`src/rtl/mem_port_arbiter_if.sv`:
```
`default_nettype none
// ============================================================================
// mem_port_arbiter_if : fetch, load/store and memory-macro signal bundle
// Rev 1.0
// ============================================================================
interface mem_port_arbiter_if;
    // Instruction fetch port
    logic        if_req;
    logic [31:0] if_addr;
    logic        if_ready;
    logic        if_rvalid;
    logic [31:0] if_rdata;
    // Data load/store port
    logic        d_req;
    logic        d_we;
    logic [31:0] d_addr;
    logic [31:0] d_wdata;
    logic [3:0]  d_be;
    logic        d_ready;
    logic        d_rvalid;
    logic [31:0] d_rdata;
    // Single-port memory macro
    logic        mem_en;
    logic        mem_we;
    logic [31:0] mem_addr;
    logic [31:0] mem_wdata;
    logic [3:0]  mem_be;
    logic [31:0] mem_rdata;

    // Arbiter side
    modport slave (
        input  if_req, if_addr,
        output if_ready, if_rvalid, if_rdata,
        input  d_req, d_we, d_addr, d_wdata, d_be,
        output d_ready, d_rvalid, d_rdata,
        output mem_en, mem_we, mem_addr, mem_wdata, mem_be,
        input  mem_rdata
    );

    // Datapath / memory side
    modport master (
        output if_req, if_addr,
        input  if_ready, if_rvalid, if_rdata,
        output d_req, d_we, d_addr, d_wdata, d_be,
        input  d_ready, d_rvalid, d_rdata,
        input  mem_en, mem_we, mem_addr, mem_wdata, mem_be,
        output mem_rdata
    );
endinterface
`default_nettype wire

```
`src/rtl/mem_port_arbiter.sv`:
```
`default_nettype none
// ============================================================================
// mem_port_arbiter : shares one single-port memory between fetch and LSU with
// fixed-latency sequencing and starvation-protected data-first priority.
// Optional stall counters: define ARB_PERF_CNT_EN.
// Rev 1.0
// ============================================================================
module mem_port_arbiter #(
    parameter int MEM_LATENCY  = 1,
    parameter int STARVE_LIMIT = 4
) (
    input  logic                clock,
    input  logic                reset_n,
    mem_port_arbiter_if.slave   bus,
`ifdef ARB_PERF_CNT_EN
    output logic [31:0]         if_stall_cnt,
    output logic [31:0]         d_stall_cnt,
`endif
    output logic                busy
);

    localparam logic [2:0] c_lat_load   = 3'(MEM_LATENCY);
    localparam logic [3:0] c_starve_max = 4'(STARVE_LIMIT);

    typedef enum logic [1:0] {
        ST_IDLE  = 2'd0,
        ST_ISSUE = 2'd1,
        ST_WAIT  = 2'd2,
        ST_RESP  = 2'd3
    } state_t;

    state_t      state_q,     state_d;
    logic [2:0]  lat_cnt_q,   lat_cnt_d;
    logic [3:0]  starve_q,    starve_d;
    logic        owner_d_q,   owner_d_d;
    logic        mem_en_q,    mem_en_d;
    logic        mem_we_q,    mem_we_d;
    logic [31:0] mem_addr_q,  mem_addr_d;
    logic [31:0] mem_wdata_q, mem_wdata_d;
    logic [3:0]  mem_be_q,    mem_be_d;
    logic        if_rvalid_q, if_rvalid_d;
    logic [31:0] if_rdata_q,  if_rdata_d;
    logic        d_rvalid_q,  d_rvalid_d;
    logic [31:0] d_rdata_q,   d_rdata_d;
    logic        busy_q,      busy_d;
`ifdef ARB_PERF_CNT_EN
    logic [31:0] if_stall_q,  if_stall_d;
    logic [31:0] d_stall_q,   d_stall_d;
`endif

    logic w_idle;
    logic w_grant_fetch;
    logic w_if_ready;
    logic w_d_ready;

    // Data wins a tie unless fetch has been passed over STARVE_LIMIT times
    assign w_idle        = (state_q == ST_IDLE);
    assign w_grant_fetch = bus.if_req && (!bus.d_req || (starve_q == c_starve_max));
    assign w_if_ready    = reset_n && w_idle && w_grant_fetch;
    assign w_d_ready     = reset_n && w_idle && bus.d_req && !w_grant_fetch;

    always_comb begin
        state_d     = state_q;
        lat_cnt_d   = lat_cnt_q;
        starve_d    = starve_q;
        owner_d_d   = owner_d_q;
        mem_en_d    = 1'b0;
        mem_we_d    = mem_we_q;
        mem_addr_d  = mem_addr_q;
        mem_wdata_d = mem_wdata_q;
        mem_be_d    = mem_be_q;
        if_rvalid_d = 1'b0;
        if_rdata_d  = if_rdata_q;
        d_rvalid_d  = 1'b0;
        d_rdata_d   = d_rdata_q;

        case (state_q)
            ST_IDLE: begin
                if (w_if_ready) begin
                    starve_d = 4'd0;
                end else if (w_d_ready && bus.if_req) begin
                    starve_d = (starve_q == c_starve_max) ? starve_q : starve_q + 4'd1;
                end else if (!bus.if_req) begin
                    starve_d = 4'd0;
                end

                if (w_if_ready) begin
                    state_d     = ST_ISSUE;
                    owner_d_d   = 1'b0;
                    mem_en_d    = 1'b1;
                    mem_we_d    = 1'b0;
                    mem_addr_d  = bus.if_addr;
                    mem_wdata_d = 32'd0;
                    mem_be_d    = 4'hF;
                end else if (w_d_ready) begin
                    state_d     = ST_ISSUE;
                    owner_d_d   = 1'b1;
                    mem_en_d    = 1'b1;
                    mem_we_d    = bus.d_we;
                    mem_addr_d  = bus.d_addr;
                    mem_wdata_d = bus.d_we ? bus.d_wdata : 32'd0;
                    mem_be_d    = bus.d_we ? bus.d_be : 4'hF;
                end
            end
            ST_ISSUE: begin
                lat_cnt_d = c_lat_load;
                state_d   = ST_WAIT;
            end
            ST_WAIT: begin
                lat_cnt_d = lat_cnt_q - 3'd1;
                // Final wait cycle: read data is valid on mem_rdata now
                if (lat_cnt_q == 3'd1) begin
                    state_d = ST_RESP;
                    if (owner_d_q) begin
                        d_rvalid_d = 1'b1;
                        d_rdata_d  = mem_we_q ? 32'd0 : bus.mem_rdata;
                    end else begin
                        if_rvalid_d = 1'b1;
                        if_rdata_d  = bus.mem_rdata;
                    end
                end
            end
            ST_RESP: begin
                state_d = ST_IDLE;
            end
            default: begin
                state_d = ST_IDLE;
            end
        endcase

        busy_d = (state_d != ST_IDLE);
    end

`ifdef ARB_PERF_CNT_EN
    always_comb begin
        if_stall_d = if_stall_q;
        d_stall_d  = d_stall_q;
        if (bus.if_req && !w_if_ready && (if_stall_q != 32'hFFFF_FFFF)) begin
            if_stall_d = if_stall_q + 32'd1;
        end
        if (bus.d_req && !w_d_ready && (d_stall_q != 32'hFFFF_FFFF)) begin
            d_stall_d = d_stall_q + 32'd1;
        end
    end
`endif

    always_ff @(posedge clock) begin
        if (!reset_n) begin
            state_q     <= ST_IDLE;
            lat_cnt_q   <= 3'd0;
            starve_q    <= 4'd0;
            owner_d_q   <= 1'b0;
            mem_en_q    <= 1'b0;
            mem_we_q    <= 1'b0;
            mem_addr_q  <= 32'd0;
            mem_wdata_q <= 32'd0;
            mem_be_q    <= 4'd0;
            if_rvalid_q <= 1'b0;
            if_rdata_q  <= 32'd0;
            d_rvalid_q  <= 1'b0;
            d_rdata_q   <= 32'd0;
            busy_q      <= 1'b0;
`ifdef ARB_PERF_CNT_EN
            if_stall_q  <= 32'd0;
            d_stall_q   <= 32'd0;
`endif
        end else begin
            state_q     <= state_d;
            lat_cnt_q   <= lat_cnt_d;
            starve_q    <= starve_d;
            owner_d_q   <= owner_d_d;
            mem_en_q    <= mem_en_d;
            mem_we_q    <= mem_we_d;
            mem_addr_q  <= mem_addr_d;
            mem_wdata_q <= mem_wdata_d;
            mem_be_q    <= mem_be_d;
            if_rvalid_q <= if_rvalid_d;
            if_rdata_q  <= if_rdata_d;
            d_rvalid_q  <= d_rvalid_d;
            d_rdata_q   <= d_rdata_d;
            busy_q      <= busy_d;
`ifdef ARB_PERF_CNT_EN
            if_stall_q  <= if_stall_d;
            d_stall_q   <= d_stall_d;
`endif
        end
    end

    assign bus.if_ready  = w_if_ready;
    assign bus.d_ready   = w_d_ready;
    assign bus.if_rvalid = if_rvalid_q;
    assign bus.if_rdata  = if_rdata_q;
    assign bus.d_rvalid  = d_rvalid_q;
    assign bus.d_rdata   = d_rdata_q;
    assign bus.mem_en    = mem_en_q;
    assign bus.mem_we    = mem_we_q;
    assign bus.mem_addr  = mem_addr_q;
    assign bus.mem_wdata = mem_wdata_q;
    assign bus.mem_be    = mem_be_q;
    assign busy          = busy_q;
`ifdef ARB_PERF_CNT_EN
    assign if_stall_cnt  = if_stall_q;
    assign d_stall_cnt   = d_stall_q;
`endif

endmodule
`default_nettype wire

```
`src/flat_wrapper.sv`:
```
// flat-port wrapper written by rule: the top's interface ports become plain ports
module mem_port_arbiter_flat 
#(
    parameter int MEM_LATENCY  = 1,
    parameter int STARVE_LIMIT = 4
)
  (clock, reset_n, busy, bus_if_req, bus_if_addr, bus_if_ready, bus_if_rvalid, bus_if_rdata, bus_d_req, bus_d_we, bus_d_addr, bus_d_wdata, bus_d_be, bus_d_ready, bus_d_rvalid, bus_d_rdata, bus_mem_en, bus_mem_we, bus_mem_addr, bus_mem_wdata, bus_mem_be, bus_mem_rdata);
  mem_port_arbiter_if bus_i ();
  input  logic clock;
  input  logic reset_n;
  output logic busy;
  input wire logic [$bits(bus_i.if_req)-1:0] bus_if_req;
  input wire logic [$bits(bus_i.if_addr)-1:0] bus_if_addr;
  output wire logic [$bits(bus_i.if_ready)-1:0] bus_if_ready;
  output wire logic [$bits(bus_i.if_rvalid)-1:0] bus_if_rvalid;
  output wire logic [$bits(bus_i.if_rdata)-1:0] bus_if_rdata;
  input wire logic [$bits(bus_i.d_req)-1:0] bus_d_req;
  input wire logic [$bits(bus_i.d_we)-1:0] bus_d_we;
  input wire logic [$bits(bus_i.d_addr)-1:0] bus_d_addr;
  input wire logic [$bits(bus_i.d_wdata)-1:0] bus_d_wdata;
  input wire logic [$bits(bus_i.d_be)-1:0] bus_d_be;
  output wire logic [$bits(bus_i.d_ready)-1:0] bus_d_ready;
  output wire logic [$bits(bus_i.d_rvalid)-1:0] bus_d_rvalid;
  output wire logic [$bits(bus_i.d_rdata)-1:0] bus_d_rdata;
  output wire logic [$bits(bus_i.mem_en)-1:0] bus_mem_en;
  output wire logic [$bits(bus_i.mem_we)-1:0] bus_mem_we;
  output wire logic [$bits(bus_i.mem_addr)-1:0] bus_mem_addr;
  output wire logic [$bits(bus_i.mem_wdata)-1:0] bus_mem_wdata;
  output wire logic [$bits(bus_i.mem_be)-1:0] bus_mem_be;
  input wire logic [$bits(bus_i.mem_rdata)-1:0] bus_mem_rdata;
  assign bus_i.if_req = bus_if_req;
  assign bus_i.if_addr = bus_if_addr;
  assign bus_if_ready = bus_i.if_ready;
  assign bus_if_rvalid = bus_i.if_rvalid;
  assign bus_if_rdata = bus_i.if_rdata;
  assign bus_i.d_req = bus_d_req;
  assign bus_i.d_we = bus_d_we;
  assign bus_i.d_addr = bus_d_addr;
  assign bus_i.d_wdata = bus_d_wdata;
  assign bus_i.d_be = bus_d_be;
  assign bus_d_ready = bus_i.d_ready;
  assign bus_d_rvalid = bus_i.d_rvalid;
  assign bus_d_rdata = bus_i.d_rdata;
  assign bus_mem_en = bus_i.mem_en;
  assign bus_mem_we = bus_i.mem_we;
  assign bus_mem_addr = bus_i.mem_addr;
  assign bus_mem_wdata = bus_i.mem_wdata;
  assign bus_mem_be = bus_i.mem_be;
  assign bus_i.mem_rdata = bus_mem_rdata;
  mem_port_arbiter #(.MEM_LATENCY(MEM_LATENCY), .STARVE_LIMIT(STARVE_LIMIT)) u_core (.clock(clock), .reset_n(reset_n), .bus(bus_i), .busy(busy));
endmodule
```
`config.mk`:
```
export PLATFORM = sky130hd
export DESIGN_NAME = mem_port_arbiter_flat
export DESIGN_NICKNAME = d
export VERILOG_FILES = /design/src/rtl/mem_port_arbiter_if.sv /design/src/rtl/mem_port_arbiter.sv /design/src/flat_wrapper.sv
export SDC_FILE = /design/constraint.sdc
export NUM_CORES = 1
export LEC_CHECK = 0
export BUFFER_PORTS_ARGS = -buffer_cell sky130_fd_sc_hd__buf_2
export CELL_PAD_IN_SITES_DETAIL_PLACEMENT = 0
export CELL_PAD_IN_SITES_GLOBAL_PLACEMENT = 1
export CORE_ASPECT_RATIO = 2
export CORE_MARGIN = 5
export CORE_UTILIZATION = 33
export DETAILED_ROUTE_END_ITERATION = 7
export GPL_ROUTABILITY_DRIVEN = 1
export HOLD_SLACK_MARGIN = 0.15
export PLACE_DENSITY = 0.88
export SKIP_CTS_REPAIR_TIMING = 1
export SLEW_MARGIN = 20
export SYNTH_ARGS = -nofsm -noshare
export SYNTH_HDL_FRONTEND = slang
export SYNTH_SLANG_ARGS = --single-unit
```
`constraint.sdc`:
```
create_clock -name clock -period 1.9 [get_ports clock]
set_input_delay 0.38 -clock clock [delete_from_list [all_inputs] [get_ports clock]]
set_output_delay 0.38 -clock clock [all_outputs]
set_load 0.05 [all_outputs]
```
[Word level (Yosys, flattened, before mapping)]
Index checks and enable logic that the tools add are counted.
Operators by class
  add/subtract/negate cells: 2
  equal/unequal tests: 7
  multiplexer cells: 26
  bitwise logic cells: 1
  reductions and logical operators: 19
Operators with widths (number)
  $mux W32: 6
  $mux W4: 7
  $reduce_and A3 Y1: 4
  $mux W1: 8
  $pmux W2 S4: 1
  $logic_and A1 B1 Y1: 6
  $mux W2: 3
  $pmux W3 S2: 1
  $reduce_bool A2 Y1: 3
  $add A4 B1 Y4 const B: 1
  $eq A2 B2 Y1 const B: 2
  $eq A4 B3 Y1 const B: 1
  $reduce_and A2 Y1: 2
  $eq A3 B1 Y1 const B: 1
  $ne A3 B1 Y1 const B: 1
  $ne A3 B3 Y1 const B: 1
  $sub A3 B1 Y3 const B: 1
  $eq A2 B1 Y1 const B: 1
  $logic_not A1 Y1: 2
  $logic_not A2 Y1: 1
  $logic_or A1 B1 Y1: 1
  $not A1 Y1: 1
Storage, ports and cells
  flip-flop bits (word level): 147
  input bits: 137
  output and inout bits: 139
  word-level logic and storage cells: 69

[Logic depth before layout (Yosys ltp)]
Gate-level depths: netlist of the first run.
  depth after elaboration: 9
  gate-level depth with buffers: 7
  depth with buffers taken out: 5

[Worst setup path after synthesis of the first run]
No wires, ideal clock.
  path kind: register -> output
  start point: reg u_core.state_q[0]
  end point: out bus_d_ready
  data arrival time: 1.416 ns
  required time: 1.520 ns
  slack: 0.104 ns
  cell stages (with the launch flop): 8
  path buffers: 2
  cell sequence: dfxtp_1 -> inv_1 -> ha_1 -> and3_1 -> buf_6 -> nand2_2 -> buf_2 -> inv_1
On the way
  longest elaborated chain between the ends: 4
RTL lines
  from (decl): line mem_port_arbiter.sv:32  | state_t state_q, state_d;
  from (signal assigned): line mem_port_arbiter.sv:168  | state_q <= state_d;
  $logic_not A2 Y1: line mem_port_arbiter.sv:57  | assign w_idle = (state_q == ST_IDLE);
  $logic_and A1 B1 Y1 (3 in series): line mem_port_arbiter.sv:60  | assign w_d_ready = reset_n && w_idle && bus.d_req && !w_grant_fetch;
  to (decl): line flat_wrapper.sv:22  | output wire logic [$bits(bus_i.d_ready)-1:0] bus_d_ready;
Every way passes these cells.

[Final worst setup path of the first run]
  start point: reg u_core.starve_q[0]
  end point: out bus_if_ready
On the way
  longest elaborated chain between the ends: 4
RTL lines
  from (decl): line mem_port_arbiter.sv:34  | logic [3:0] starve_q, starve_d;
  from (signal assigned): line mem_port_arbiter.sv:170  | starve_q <= starve_d;
  $eq A4 B3 Y1: line mem_port_arbiter.sv:58  | assign w_grant_fetch = bus.if_req && (!bus.d_req || (starve_q == c_starve_max));
  $logic_or A1 B1 Y1: line mem_port_arbiter.sv:58
  $logic_and A1 B1 Y1: line mem_port_arbiter.sv:58
  $logic_and A1 B1 Y1: line mem_port_arbiter.sv:59  | assign w_if_ready = reset_n && w_idle && w_grant_fetch;
  to (decl): line flat_wrapper.sv:14  | output wire logic [$bits(bus_i.if_ready)-1:0] bus_if_ready;
Every way passes these cells.

==> results of run 1 <==
## cells in the mapped netlist (all sizes together)
| library cell | number |
|---|---|
| clkbuf | 10 |
| a31oi | 4 |
| o32ai | 1 |
| nand2 | 72 |
| nand4bb | 1 |
| o21ai | 2 |
| nand3b | 4 |
| o2111a | 1 |
| a31o | 4 |
| a211oi | 3 |
| and2 | 5 |
| nor3 | 2 |
| or2b | 1 |
| nand2b | 5 |
| nand3 | 6 |
| dfxtp | 147 |
| inv | 11 |
| nor4bb | 1 |
| and4 | 1 |
| o211ai | 2 |
| buf | 35 |
| o221a | 32 |
| o2111ai | 1 |
| ha | 7 |
| nor2 | 6 |
| and3b | 1 |
| o21a | 36 |
| a22o | 61 |
| or3b | 2 |
| o22ai | 1 |
| or4 | 1 |
| nand4 | 1 |
| nor2b | 1 |
| or4b | 1 |
| and4b | 1 |
| nand4b | 3 |
| a21oi | 34 |
| and3 | 1 |
## flip-flops by register name, indices dropped and copies added, names as in the netlist
name,count
u_core.bus.d_rdata,32
u_core.bus.if_rdata,32
u_core.bus.mem_addr,32
u_core.bus.mem_wdata,32
u_core.bus.mem_be,4
u_core.starve_q,4
u_core.lat_cnt_q,3
u_core.state_q,2
u_core.bus.d_rvalid,1
u_core.bus.if_rvalid,1
u_core.bus.mem_en,1
u_core.bus.mem_we,1
u_core.busy,1
u_core.owner_d_q,1
## final timing paths
kind	cells past startpoint	end	from
max	5	bus_if_ready	u_core.starve_q[0]
min	2	u_core.bus.mem_wdata[15]	bus_d_wdata[15]
max reg2reg	6	u_core.bus.d_rdata[6]	u_core.state_q[0]
min reg2reg	2	u_core.bus.if_rdata[19]	u_core.bus.if_rdata[19]
## routing by layer
| metal | up-vias | GRT usage | part of all wire |
|---|---|---|---|
| met4 | 4 | 0.0618 | 0.018 |
| met1 | 2279 | 0.175 | 0.37 |
| met2 | 197 | 0.296 | 0.54 |
| met3 | 26 | 0.0476 | 0.073 |
| li1 | 2405 | - | - |
| met5 | - | 0 | 0.0015 |
## cell type report
type / instances / area (µm²) / share of cell area
tap: 204 / 255 / 0.0332
sequential: 147 / 2950 / 0.384
timing repair buffer: 297 / 1640 / 0.213
multi-input combinational: 305 / 2210 / 0.288
inverter: 11 / 43.8 / 0.00570
clock buffer: 19 / 433 / 0.0564
clock inverter: 12 / 156 / 0.0204
## worst max-delay path: cells and delay by family (launching register included)
kind	cells	cell delay, ps
buffers and inverters	2	220
DFF	1	350
adders and majority gates	1	150
AOI/OAI and AO/OA	1	280
and+or+nand+nor	1	210
## cell families after synthesis
| kind of cell | Yosys count | synth area share |
|---|---|---|
| buffers and inverters | 56 | 0.0555 |
| AOI/OAI and AO/OA | 182 | 0.275 |
| and+or+nand+nor | 116 | 0.107 |
| DFF | 147 | 0.546 |
| adders and majority gates | 7 | 0.0162 |
## stage by stage
stage / setup TNS, ps / area [µm²] / setup slack [ps] / cells / hold slack, ps
5_1_grt: -284 / 7680 / -166 / 995 / 171
4_1_cts: -478 / 7560 / -288 / 988 / 163
3_3_place_gp: 0 / 6980 / 184 / 957 / 438
2_1_floorplan: 0 / 5390 / 104 / 508 / 467
6_report: -133 / 7680 / -104 / 995 / 186
3_5_place_dp: 0 / 6980 / 166 / 957 / 443
## cells in the final DEF (no fill, tap or decap), drive strengths merged, types with 3 or more instances in the layout
cell	n
and2	5
clkbuf	19
o221a	32
inv	13
dfxtp	147
nand2b	5
ha	7
a21oi	34
a31oi	4
nand4b	3
nor2	6
nand2	72
clkinvlp	4
nand3	6
clkinv	3
buf	297
a211oi	3
a31o	4
bufinv	3
o21a	36
nand3b	4
a22o	61
## where the power goes
part	internal [mW]	switching, mW
clock	2.06	1.29
sequential	3.48	0.191
combinational	1.19	2.32
==> impl_results.html, run 1 <==
<table>
<tr><th>Metric</th><th>Value</th></tr>
<tr><th colspan="2">Global route</th></tr>
<tr><td>Remaining global-route overflow</td><td>0</td></tr>
<tr><td>Number of global-route vias before repair</td><td>4920</td></tr>
<tr><td>Antenna violations before repair</td><td>2</td></tr>
<tr><td>GR Util All Layers</td><td>0.163</td></tr>
<tr><td>Wire length of the first global-routing pass</td><td>24700 µm</td></tr>
<tr><td>Largest net degree at the start of global routing</td><td>38</td></tr>
<tr><th colspan="2">STA</th></tr>
<tr><td>Final hold violation count</td><td>0</td></tr>
<tr><td>Post-layout min period</td><td>2000 ps</td></tr>
<tr><td>RSZ-0062 raised after global routing</td><td>true</td></tr>
<tr><td>Max transition margin</td><td>0.727</td></tr>
<tr><td>Slew at the pin closest to its max-slew limit</td><td>410 ps</td></tr>
<tr><td>Post-route clock skew</td><td>12.1 ps</td></tr>
<tr><td>Endpoints failing setup</td><td>2</td></tr>
<tr><td>Setup ws final</td><td>-104 ps</td></tr>
<tr><td>Final cycle utilization of the critical path</td><td>1.05</td></tr>
<tr><td>Final number of max-transition violations</td><td>0</td></tr>
<tr><td>Highest attainable clock frequency</td><td>499 MHz</td></tr>
<tr><th colspan="2">Clocking</th></tr>
<tr><td>Skew-Pair Late Insertion Delay</td><td>approximately 410 ps</td></tr>
<tr><td>TritonCTS clock tree</td><td>done</td></tr>
<tr><td>Maximum buffer depth of the clock tree</td><td>2</td></tr>
<tr><td>CTS sink cnt</td><td>around 150</td></tr>
<tr><td>Maximum level of the CTS H-tree</td><td>4</td></tr>
<tr><td>CTS Root Buffer Type</td><td>clkbuf_16</td></tr>
<tr><td>Clock-pin slew on the worst setup and hold paths</td><td>60 ps</td></tr>
<tr><td>Number of CTS-inserted buffers</td><td>17</td></tr>
<tr><th colspan="2">Place</th></tr>
<tr><td>Number of buffers inserted by port buffering</td><td>between 200 and 300</td></tr>
<tr><td>Detailed Place HPWL</td><td>12100 µm</td></tr>
<tr><td>RePlAce Congestion</td><td>0.799</td></tr>
<tr><th colspan="2">Worst hold path</th></tr>
<tr><td>Hold/Removal Path Class</td><td>primary input to flop</td></tr>
<tr><th colspan="2">Worst setup path</th></tr>
<tr><td>Endpoint type of the worst setup path</td><td>output port</td></tr>
<tr><td>Crit start category</td><td>flop</td></tr>
<tr><td>Endpoint arrival time on the critical path</td><td>1620 ps</td></tr>
<tr><td>CP max stage delay</td><td>350 ps</td></tr>
<tr><td>Worst-path maximum fanout</td><td>4</td></tr>
<tr><td>Type of the worst setup path</td><td>flop to output port</td></tr>
<tr><td>Critical path cell sequence</td><td>inv_2 -&gt; ha_4 -&gt; and3b_2 -&gt; o2111a_1 -&gt; buf_6</td></tr>
<tr><td>Reg-to-reg slack, setup</td><td>150 ps</td></tr>
<tr><td>Required time of the critical path</td><td>1520 ps</td></tr>
<tr><td>Cell with the largest stage delay on the worst path</td><td>dfxtp_2</td></tr>
<tr><th colspan="2">Floorplanning</th></tr>
<tr><td>Row count</td><td>66</td></tr>
<tr><td>Placeable core region</td><td>roughly 16000 µm²</td></tr>
<tr><td>Die Outline Area</td><td>~19000 µm²</td></tr>
<tr><td>Initial Util</td><td>0.333</td></tr>
<tr><td>Chip height</td><td>191 µm</td></tr>
<tr><td>Chip width</td><td>100 µm</td></tr>
<tr><td>I/O pin count</td><td>276</td></tr>
<tr><th colspan="2">Route</th></tr>
<tr><td>Via Count</td><td>4911</td></tr>
<tr><td>Residual DRC</td><td>0</td></tr>
<tr><td>Count of antenna-violating nets left after detailed routing</td><td>0</td></tr>
<tr><td>First-pass iteration count of the detailed router</td><td>4</td></tr>
<tr><td>Wire per inst</td><td>16.4 µm</td></tr>
<tr><td>Via density per instance</td><td>4.94</td></tr>
<tr><td>Initial DRC Count</td><td>120</td></tr>
<tr><td>Wire length after detailed routing</td><td>16300 µm</td></tr>
<tr><th colspan="2">Layout</th></tr>
<tr><td>Fraction of final layout cells sized beyond drive strength 1</td><td>0.484</td></tr>
<tr><td>Final Core Density</td><td>0.474</td></tr>
<tr><td>Number of nets in the final layout</td><td>roughly 920</td></tr>
<tr><td>Relative area change from synthesis to final layout</td><td>42.5%</td></tr>
<tr><td>Antenna diodes</td><td>0</td></tr>
<tr><td>Fillers</td><td>1546</td></tr>
<tr><th colspan="2">Synth</th></tr>
<tr><td>Cell types with the largest area share after synthesis</td><td>dfxtp_1 55%, a22o_1 9.9%, o221a_2 6.5%</td></tr>
<tr><td>Mapped Cells</td><td>508</td></tr>
<tr><td>Count of warnings emitted by yosys</td><td>0</td></tr>
<tr><td>Cell taking the most area after synthesis</td><td>dfxtp_1</td></tr>
<tr><td>Mapped Area</td><td>5390 µm²</td></tr>
<tr><td>Post-synthesis sequential element count</td><td>147</td></tr>
<tr><td>Nets in the synthesized netlist</td><td>between 600 and 700</td></tr>
<tr><td>Sequential cell area fraction in the yosys report</td><td>0.546</td></tr>
<tr><td>Avg Cell Area, Syn</td><td>10.6 µm²</td></tr>
<tr><td>Portion of synthesized cell area occupied by the leading cell type</td><td>0.546</td></tr>
<tr><td>Distinct cell type count of the synthesized netlist</td><td>47</td></tr>
<tr><th colspan="2">Power</th></tr>
<tr><td>PwrDens</td><td>1370 nW/µm²</td></tr>
<tr><td>Leakage component of the power</td><td>between 3 and 4 nW</td></tr>
<tr><td>Worst voltage drop across the vdd grid</td><td>between 0.6 and 0.7 mV</td></tr>
<tr><td>Overall power consumption</td><td>10.5 mW</td></tr>
<tr><th colspan="2">Job</th></tr>
<tr><td>Max capacitance violation total</td><td>0</td></tr>
<tr><th colspan="2">Outcome</th></tr>
<tr><td>Violated checks</td><td>setup timing</td></tr>
<tr><td>Result of the run</td><td>complete, but fails checks</td></tr>
</table>
(Power assumes the default switching activity.)
==> run 2, diff against run 1 <==
--- a/config.mk
+++ b/config.mk
@@ -5,12 +5,13 @@
 export SDC_FILE = /design/constraint.sdc
 export NUM_CORES = 1
 export LEC_CHECK = 0
+export ABC_AREA = 1
 export BUFFER_PORTS_ARGS = -buffer_cell sky130_fd_sc_hd__buf_2
 export CELL_PAD_IN_SITES_DETAIL_PLACEMENT = 0
 export CELL_PAD_IN_SITES_GLOBAL_PLACEMENT = 1
 export CORE_ASPECT_RATIO = 2
-export CORE_MARGIN = 5
-export CORE_UTILIZATION = 33
+export CORE_MARGIN = 2
+export CORE_UTILIZATION = 32
 export DETAILED_ROUTE_END_ITERATION = 7
 export GPL_ROUTABILITY_DRIVEN = 1
 export HOLD_SLACK_MARGIN = 0.15
==> run 2 against run 1 <==
Against the previous run:
- core utilization fell by 2.2 points
- final cell count rose by 35%
- clock skew fell by 4.0 ps
- die area rose by 6.3%
- critical endpoint is now bus_d_ready
- largest cell class unchanged
- the flow still finishes with violations (setup timing)
==> impl_results.html, run 2 <==
<table>
<tr><th>Metric</th><th>Value</th></tr>
<tr><th colspan="2">Route</th></tr>
<tr><td>Initial DRC Count</td><td>137 (+14%)</td></tr>
<tr><td>Residual DRC</td><td>0 (unchanged)</td></tr>
<tr><td>Via Count</td><td>6381 (+30%)</td></tr>
<tr><td>Via density per instance</td><td>4.75 (-3.7%)</td></tr>
<tr><td>Wire per inst</td><td>14.5 µm (-11%)</td></tr>
<tr><td>Count of antenna-violating nets left after detailed routing</td><td>0 (unchanged)</td></tr>
<tr><td>First-pass iteration count of the detailed router</td><td>5 (+1)</td></tr>
<tr><td>Wire length after detailed routing</td><td>19500 µm (+20%)</td></tr>
<tr><th colspan="2">Worst hold path</th></tr>
<tr><td>Worst hold path endpoint</td><td>u_core.bus.d_rdata[2]</td></tr>
<tr><td>Cells on Worst Hold Path</td><td>3 (+1)</td></tr>
<tr><td>Launch instance of the worst min-delay path</td><td>bus_mem_rdata[2]</td></tr>
<tr><td>Hold/Removal Path Class</td><td>primary input to flop</td></tr>
<tr><th colspan="2">Worst setup path</th></tr>
<tr><td>Capture point of the worst reg-to-reg path</td><td>u_core.bus.mem_addr[29]</td></tr>
<tr><td>Endpoint arrival time on the critical path</td><td>1580 ps (-40 ps)</td></tr>
<tr><td>FF-to-FF Start</td><td>u_core.state_q[0]</td></tr>
<tr><td>CP max stage delay</td><td>350 ps (about the same)</td></tr>
<tr><td>Most common cell type on the critical path</td><td>inv_4</td></tr>
<tr><td>Worst-path maximum fanout</td><td>3 (-1)</td></tr>
<tr><td>Reg-to-reg slack, setup</td><td>240 ps (+90 ps)</td></tr>
<tr><td>Type of the worst setup path</td><td>flop to output port</td></tr>
<tr><td>Bufs and invs on worst path</td><td>4 (+2)</td></tr>
<tr><td>Required time of the critical path</td><td>1520 ps (about the same)</td></tr>
<tr><td>Worst reg2reg path depth</td><td>11 (+5)</td></tr>
<tr><td>Crit start category</td><td>flop</td></tr>
<tr><td>Endpoint type of the worst setup path</td><td>output port</td></tr>
<tr><td>Cell with the largest stage delay on the worst path</td><td>dfxtp_2</td></tr>
<tr><td>Critical path cell sequence</td><td>inv_4 -&gt; ha_4 -&gt; nand2_4 -&gt; inv_4 -&gt; nand3_4 -&gt; clkinvlp_4 -&gt; nor2_4 -&gt; buf_8</td></tr>
<tr><td>Family with the most delay on the worst path</td><td>buffers and inverters</td></tr>
<tr><th colspan="2">Synth</th></tr>
<tr><td>Post-synthesis sequential element count</td><td>147 (unchanged)</td></tr>
<tr><td>Ys async rst share</td><td>0 (unchanged)</td></tr>
<tr><td>Portion of synthesized cell area occupied by the leading cell type</td><td>0.480 (-0.0662)</td></tr>
<tr><td>Avg Cell Area, Syn</td><td>7.47 µm² (-30%)</td></tr>
<tr><td>Most common cell in the netlist</td><td>dfxtp_1</td></tr>
<tr><td>Nets in the synthesized netlist</td><td>965 (+48%)</td></tr>
<tr><td>Cell types with the largest area share after synthesis</td><td>dfxtp_1 48%, nand2_1 8.4%, a21oi_1 8.2%</td></tr>
<tr><td>Sequential cell area fraction in the yosys report</td><td>0.480 (-0.0662)</td></tr>
<tr><td>Mapped Area</td><td>6130 µm² (+14%)</td></tr>
<tr><td>Mapped Cells</td><td>821 (+62%)</td></tr>
<tr><td>Top_reg_cell synth</td><td>dfxtp_1</td></tr>
<tr><td>Distinct cell type count of the synthesized netlist</td><td>28 (-40%)</td></tr>
<tr><td>Cell taking the most area after synthesis</td><td>dfxtp_1</td></tr>
<tr><td>Number of flops mapped to enable cells by yosys</td><td>0 (unchanged)</td></tr>
<tr><td>Count of warnings emitted by yosys</td><td>0 (unchanged)</td></tr>
<tr><td>Most used standard cells in the synthesized netlist</td><td>147 x dfxtp_1, 137 x nand2_1, 117 x inv_1, 101 x a21oi_1, 71 x nand3_1</td></tr>
<tr><th colspan="2">Floorplanning</th></tr>
<tr><td>I/O pin count</td><td>276 (unchanged)</td></tr>
<tr><td>Row count</td><td>71 (+7.6%)</td></tr>
<tr><td>Chip width</td><td>102 µm (+1.5%)</td></tr>
<tr><td>Initial Util</td><td>0.326 (-0.00735)</td></tr>
<tr><td>Die Outline Area</td><td>20400 µm² (+6.3%)</td></tr>
<tr><td>Chip height</td><td>200 µm (+4.7%)</td></tr>
<tr><td>Placeable core region</td><td>18800 µm² (+16%)</td></tr>
<tr><th colspan="2">Layout</th></tr>
<tr><td>Commonest cells after routing, fill and taps aside</td><td>273 x buf_2, 143 x dfxtp_1, 136 x nand2_1</td></tr>
<tr><td>Relative area change from synthesis to final layout</td><td>39.0%</td></tr>
<tr><td>Final Core Density</td><td>0.453 (-0.0217)</td></tr>
<tr><td>Most common cell after layout, fill and taps aside</td><td>buf_2</td></tr>
<tr><td>Non-filler cells in the finished layout</td><td>1342 (+35%)</td></tr>
<tr><td>Sequential Area</td><td>2950 µm² (about the same)</td></tr>
<tr><td>Number of nets in the final layout</td><td>1220 (+32%)</td></tr>
<tr><td>Area of the multi-input gates</td><td>2500 µm² (+13%)</td></tr>
<tr><td>Antenna diodes</td><td>0 (unchanged)</td></tr>
<tr><td>Fraction of final layout cells sized beyond drive strength 1</td><td>0.326 (-0.159)</td></tr>
<tr><td>Fillers</td><td>1985 (+28%)</td></tr>
<tr><th colspan="2">STA</th></tr>
<tr><td>Endpoints failing setup</td><td>2 (unchanged)</td></tr>
<tr><td>RSZ-0062 raised after global routing</td><td>true</td></tr>
<tr><td>Max transition margin</td><td>0.676 (-0.0507)</td></tr>
<tr><td>Post-route clock skew</td><td>8.08 ps (-3.99 ps)</td></tr>
<tr><td>Highest attainable clock frequency</td><td>509 MHz (+2.1%)</td></tr>
<tr><td>Final number of max-transition violations</td><td>0 (unchanged)</td></tr>
<tr><td>Slew at the pin closest to its max-slew limit</td><td>486 ps (+76.0 ps)</td></tr>
<tr><td>Setup ws final</td><td>-62.9 ps (+40.8 ps)</td></tr>
<tr><td>Post-layout min period</td><td>1960 ps (-40.8 ps)</td></tr>
<tr><td>Final cycle utilization of the critical path</td><td>1.03 (-0.0215)</td></tr>
<tr><td>Final hold violation count</td><td>0 (unchanged)</td></tr>
<tr><th colspan="2">Outcome</th></tr>
<tr><td>Result of the run</td><td>complete, but fails checks</td></tr>
<tr><td>Violated checks</td><td>setup timing</td></tr>
<tr><th colspan="2">Place</th></tr>
<tr><td>Post-Place Cells</td><td>1307 (+37%)</td></tr>
<tr><td>RePlAce Congestion</td><td>0.793 (-0.83%)</td></tr>
<tr><td>Number of buffers inserted by port buffering</td><td>275 (unchanged)</td></tr>
<tr><td>Detailed Place HPWL</td><td>14000 µm (+15%)</td></tr>
<tr><th colspan="2">Global route</th></tr>
<tr><td>Number of global-route vias before repair</td><td>5993 (+22%)</td></tr>
<tr><td>Largest net degree at the start of global routing</td><td>62 (+63%)</td></tr>
<tr><td>Wire length of the first global-routing pass</td><td>29200 µm (+18%)</td></tr>
<tr><td>GR Util All Layers</td><td>0.184 (+0.0203)</td></tr>
<tr><td>Antenna violations before repair</td><td>0 (-2)</td></tr>
<tr><td>Remaining global-route overflow</td><td>0 (unchanged)</td></tr>
<tr><th colspan="2">Power</th></tr>
<tr><td>PwrDens</td><td>1280 nW/µm² (-6.3%)</td></tr>
<tr><td>Leakage component of the power</td><td>4.18 nW (+17%)</td></tr>
<tr><td>Worst voltage drop across the vdd grid</td><td>0.562 mV (-8.5%)</td></tr>
<tr><th colspan="2">Clocking</th></tr>
<tr><td>Skew-Pair Late Insertion Delay</td><td>410 ps (about the same)</td></tr>
<tr><td>Maximum level of the CTS H-tree</td><td>4 (unchanged)</td></tr>
<tr><td>Clock-pin slew on the worst setup and hold paths</td><td>60 ps (about the same)</td></tr>
<tr><td>Maximum buffer depth of the clock tree</td><td>2 (unchanged)</td></tr>
<tr><td>CTS sink cnt</td><td>147 (unchanged)</td></tr>
<tr><td>CTS Root Buffer Type</td><td>clkbuf_16</td></tr>
<tr><td>TritonCTS clock tree</td><td>done</td></tr>
<tr><td>Number of CTS-inserted buffers</td><td>17 (unchanged)</td></tr>
<tr><th colspan="2">Job</th></tr>
<tr><td>Max capacitance violation total</td><td>0 (unchanged)</td></tr>
</table>
[run 2: worst max path at each step]
stage | start | to | slack [ps] | depth (start not counted)
finish | u_core.state_q[0] | bus_d_ready | -60 | 8
global route | u_core.starve_q[0] | bus_d_ready | -150 | 8
CTS | u_core.state_q[1] | bus_d_ready | -250 | 8
detailed placement | u_core.state_q[1] | bus_d_ready | 210 | 8
global placement | u_core.state_q[1] | bus_d_ready | 240 | 8
floorplan | u_core.starve_q[0] | bus_d_ready | -100 | 9
[run 2: stage by stage]
stage	area, µm²	setup TNS [ps]	setup slack [ps]	power (mW)	hold slack (ps)
2_1_floorplan	6180	-99.4	-99.4	6.29	468
3_3_place_gp	7780	0	244	7.15	429
3_5_place_dp	7780	0	212	7.19	433
4_1_cts	8450	-400	-248	11.0	200
5_1_grt	8530	-281	-151	11.5	217
6_report	8530	-92.0	-62.9	11.0	224
[run 2: cells by family after synthesis]
group / synth area share
AOI/OAI and AO/OA: 0.151
adders and majority gates: 0.0143
xor gates and xnor gates: 0.00286
buffers and inverters: 0.125
and+or+nand+nor: 0.226
DFF: 0.480
[run 2: area by class of cell]
class | count | area share
Inverter | 119 | 0.0534
Clock inverter | 8 | 0.0202
Multi-Input combinational cell | 489 | 0.293
Sequential cell | 147 | 0.346
Clock buffer | 22 | 0.0580
Tap cell | 255 | 0.0374
Timing Repair Buffer | 302 | 0.192
[run 2: routing by layer]
layer	track usage	part of all wire	up-vias	routed length (µm)
li1	-	-	3210	-
met1	0.185	0.37	2890	7180
met2	0.348	0.54	243	10500
met3	0.0442	0.064	38	1240
met4	0.0785	0.027	0	527
met5	0	0	-	0
[run 2: tightest hold or removal path: stages]
cell and delay (ps):
buf_2 100, nand2_1 50, o21ai_1 60
[run 2: report_power, final]
group	internal, mW	switching (mW)
Clock	2.49	1.27
Sequential	3.48	0.188
Combinational	0.966	2.56
==> run 3, diff against run 2 <==
--- a/config.mk
+++ b/config.mk
@@ -6,16 +6,17 @@
 export NUM_CORES = 1
 export LEC_CHECK = 0
 export ABC_AREA = 1
-export BUFFER_PORTS_ARGS = -buffer_cell sky130_fd_sc_hd__buf_2
 export CELL_PAD_IN_SITES_DETAIL_PLACEMENT = 0
 export CELL_PAD_IN_SITES_GLOBAL_PLACEMENT = 1
 export CORE_ASPECT_RATIO = 2
 export CORE_MARGIN = 2
-export CORE_UTILIZATION = 32
+export CORE_UTILIZATION = 43
 export DETAILED_ROUTE_END_ITERATION = 7
+export DONT_BUFFER_PORTS = 1
 export GPL_ROUTABILITY_DRIVEN = 1
 export HOLD_SLACK_MARGIN = 0.15
-export PLACE_DENSITY = 0.88
+export PLACE_DENSITY = 0.87
+export RECOVER_POWER = 100
 export SKIP_CTS_REPAIR_TIMING = 1
 export SLEW_MARGIN = 20
 export SYNTH_ARGS = -nofsm -noshare
==> run 3 against run 2 <==
Against the previous run:
- total power shrank 9.1%
- critical path depth shrank 2
- combinational power shrank 48%
- worst setup slack gained 27 ps
- non-clock buffer count shrank 227
- fmax grew 1.4%
- critical path type unchanged
- the run still ends with setup timing left
==> impl_results.html, run 3 (synthesized netlist as in run 2, its figures left out) <==
<table>
<tr><th>Metric</th><th>Value</th></tr>
<tr><th colspan="2">Route</th></tr>
<tr><td>Initial DRC Count</td><td>312 (+130%)</td></tr>
<tr><td>Via Count</td><td>5681 (-11%)</td></tr>
<tr><td>First-pass iteration count of the detailed router</td><td>5 (unchanged)</td></tr>
<tr><td>Via density per instance</td><td>5.41 (+14%)</td></tr>
<tr><td>Wire length after detailed routing</td><td>18100 µm (-6.9%)</td></tr>
<tr><td>Count of antenna-violating nets left after detailed routing</td><td>0 (unchanged)</td></tr>
<tr><td>Residual DRC</td><td>0 (unchanged)</td></tr>
<tr><td>Wire per inst</td><td>17.2 µm (+19%)</td></tr>
<tr><th colspan="2">STA</th></tr>
<tr><td>Final cycle utilization of the critical path</td><td>1.02 (-0.0144)</td></tr>
<tr><td>Post-layout min period</td><td>1940 ps (-27.4 ps)</td></tr>
<tr><td>RSZ-0062 raised after global routing</td><td>true</td></tr>
<tr><td>Post-route clock skew</td><td>8.62 ps (+0.548 ps)</td></tr>
<tr><td>Endpoints failing setup</td><td>1 (-1)</td></tr>
<tr><td>Max transition margin</td><td>0.198 (-0.478)</td></tr>
<tr><td>Highest attainable clock frequency</td><td>517 MHz (+1.4%)</td></tr>
<tr><td>Final number of max-transition violations</td><td>0 (unchanged)</td></tr>
<tr><td>Final hold violation count</td><td>0 (unchanged)</td></tr>
<tr><td>Slew at the pin closest to its max-slew limit</td><td>1200 ps (+713 ps)</td></tr>
<tr><td>Setup ws final</td><td>-35.4 ps (+27.4 ps)</td></tr>
<tr><td>Final sum of negative setup slack</td><td>-35.4 ps (+56.6 ps)</td></tr>
<tr><th colspan="2">Power</th></tr>
<tr><td>Leakage component of the power</td><td>3.06 nW (-27%)</td></tr>
<tr><td>Worst voltage drop across the vdd grid</td><td>0.825 mV (+47%)</td></tr>
<tr><td>PwrDens</td><td>1340 nW/µm² (+4.1%)</td></tr>
<tr><th colspan="2">Place</th></tr>
<tr><td>Number of buffers inserted by port buffering</td><td>0 (-100%)</td></tr>
<tr><td>Area post-placement</td><td>6290 µm² (-19%)</td></tr>
<tr><td>RePlAce Congestion</td><td>0.772 (-2.6%)</td></tr>
<tr><td>Pre-CTS setup slack</td><td>238 ps (+25.6 ps)</td></tr>
<tr><td>Detailed Place HPWL</td><td>12100 µm (-14%)</td></tr>
<tr><td>Post-Place Cells</td><td>962 (-26%)</td></tr>
<tr><th colspan="2">Layout</th></tr>
<tr><td>Area of the multi-input gates</td><td>2490 µm² (-0.30%)</td></tr>
<tr><td>Commonest cells after routing, fill and taps aside</td><td>143 x dfxtp_1, 136 x nand2_1, 112 x inv_1</td></tr>
<tr><td>Relative area change from synthesis to final layout</td><td>21.3%</td></tr>
<tr><td>Fillers</td><td>1322 (-33%)</td></tr>
<tr><td>Fraction of final layout cells sized beyond drive strength 1</td><td>0.0893 (-0.236)</td></tr>
<tr><td>Non-filler cells in the finished layout</td><td>1051 (-22%)</td></tr>
<tr><td>Sequential Area</td><td>2950 µm² (unchanged)</td></tr>
<tr><td>Final Core Density</td><td>0.536 (+0.0829)</td></tr>
<tr><td>Most common cell after layout, fill and taps aside</td><td>dfxtp_1</td></tr>
<tr><td>Final Cell Area</td><td>7440 µm² (-13%)</td></tr>
<tr><td>Number of nets in the final layout</td><td>993 (-19%)</td></tr>
<tr><td>Antenna diodes</td><td>0 (unchanged)</td></tr>
<tr><th colspan="2">Outcome</th></tr>
<tr><td>Result of the run</td><td>complete, but fails checks</td></tr>
<tr><td>Violated checks</td><td>setup timing</td></tr>
<tr><th colspan="2">Worst setup path</th></tr>
<tr><td>Setup crit start</td><td>u_core.state_q[0]</td></tr>
<tr><td>Type of the worst setup path</td><td>flop to output port</td></tr>
<tr><td>FF-to-FF Start</td><td>u_core.state_q[0]</td></tr>
<tr><td>Worst-path maximum fanout</td><td>4 (+1)</td></tr>
<tr><td>Crit start category</td><td>flop</td></tr>
<tr><td>Endpoint type of the worst setup path</td><td>output port</td></tr>
<tr><td>Endpoint arrival time on the critical path</td><td>1560 ps (-20 ps)</td></tr>
<tr><td>Required time of the critical path</td><td>1520 ps (about the same)</td></tr>
<tr><td>Reg-to-reg slack, setup</td><td>230 ps (about the same)</td></tr>
<tr><th colspan="2">Clocking</th></tr>
<tr><td>Skew-Pair Late Insertion Delay</td><td>410 ps (about the same)</td></tr>
<tr><td>CTS Root Buffer Type</td><td>clkbuf_16</td></tr>
<tr><td>Maximum buffer depth of the clock tree</td><td>2 (unchanged)</td></tr>
<tr><td>TritonCTS clock tree</td><td>done</td></tr>
<tr><td>Number of CTS-inserted buffers</td><td>17 (unchanged)</td></tr>
<tr><td>Maximum level of the CTS H-tree</td><td>4 (unchanged)</td></tr>
<tr><td>Clock-pin slew on the worst setup and hold paths</td><td>60 ps (about the same)</td></tr>
<tr><td>CTS sink cnt</td><td>147 (unchanged)</td></tr>
<tr><th colspan="2">Worst hold path</th></tr>
<tr><td>Launch instance of the worst min-delay path</td><td>reset_n</td></tr>
<tr><td>Hold/Removal Path Class</td><td>primary input to flop</td></tr>
<tr><th colspan="2">Floorplanning</th></tr>
<tr><td>Row count</td><td>61 (-14%)</td></tr>
<tr><td>Chip height</td><td>173 µm (-13%)</td></tr>
<tr><td>Die Outline Area</td><td>15300 µm² (-25%)</td></tr>
<tr><td>Placeable core region</td><td>13900 µm² (-26%)</td></tr>
<tr><td>I/O pin count</td><td>276 (unchanged)</td></tr>
<tr><td>Initial Util</td><td>0.442 (+0.116)</td></tr>
<tr><td>Chip width</td><td>88.5 µm (-13%)</td></tr>
<tr><th colspan="2">Job</th></tr>
<tr><td>Max capacitance violation total</td><td>0 (unchanged)</td></tr>
<tr><th colspan="2">Global route</th></tr>
<tr><td>Antenna violations before repair</td><td>0 (unchanged)</td></tr>
<tr><td>Remaining global-route overflow</td><td>0 (unchanged)</td></tr>
<tr><td>GR Util All Layers</td><td>0.212 (+0.0285)</td></tr>
<tr><td>Wire length of the first global-routing pass</td><td>25600 µm (-12%)</td></tr>
<tr><td>Number of global-route vias before repair</td><td>5152 (-14%)</td></tr>
<tr><td>Largest net degree at the start of global routing</td><td>78 (+26%)</td></tr>
</table>
run 3: worst paths after layout:
path                              to  cells after the start
max                      bus_d_ready                      6
min          u_core.bus.if_rdata[13]                      2
max reg2reg  u_core.bus.mem_wdata[2]                      8
min reg2reg      u_core.lat_cnt_q[0]                      1
run 3: critical path: stages, from the launching register on:
cell      delay [ps]
dfxtp_2          330
inv_4             70
ha_4             150
o211ai_1         160
buf_4            190
nor2_4           110
buf_12           140
run 3: routing by layer:
| layer | vias to the layer above | track usage | share of wire |
|---|---|---|---|
| met5 | - | 0 | 0 |
| met4 | 0 | 0.0808 | 0.018 |
| met3 | 24 | 0.0644 | 0.088 |
| met2 | 282 | 0.400 | 0.55 |
| met1 | 2619 | 0.205 | 0.35 |
| li1 | 2756 | - | - |
run 3: stage by stage:
| stage | total power, mW | hold WS, ps |
|---|---|---|
| 2_1_floorplan | 6.29 | 468 |
| 6_report | 9.96 | 121 |
| 3_3_place_gp | 6.59 | 479 |
| 3_5_place_dp | 6.68 | 507 |
| 5_1_grt | 10.5 | 107 |
| 4_1_cts | 9.85 | 83.6 |
run 3: power by group:
part	total [mW]	internal (mW)	switching, mW
sequential	4.98	3.48	1.50
combinational	1.82	0.709	1.11
clock	3.15	1.75	1.40
total	9.96	5.94	4.02
run 3: cell type report:
class	instances	area share
Sequential cell	147	0.396
Multi-Input combinational cell	489	0.335
Timing Repair Buffer	75	0.102
Inverter	119	0.0609
Clock buffer	18	0.0590
Tap cell	189	0.0318
Clock inverter	14	0.0161
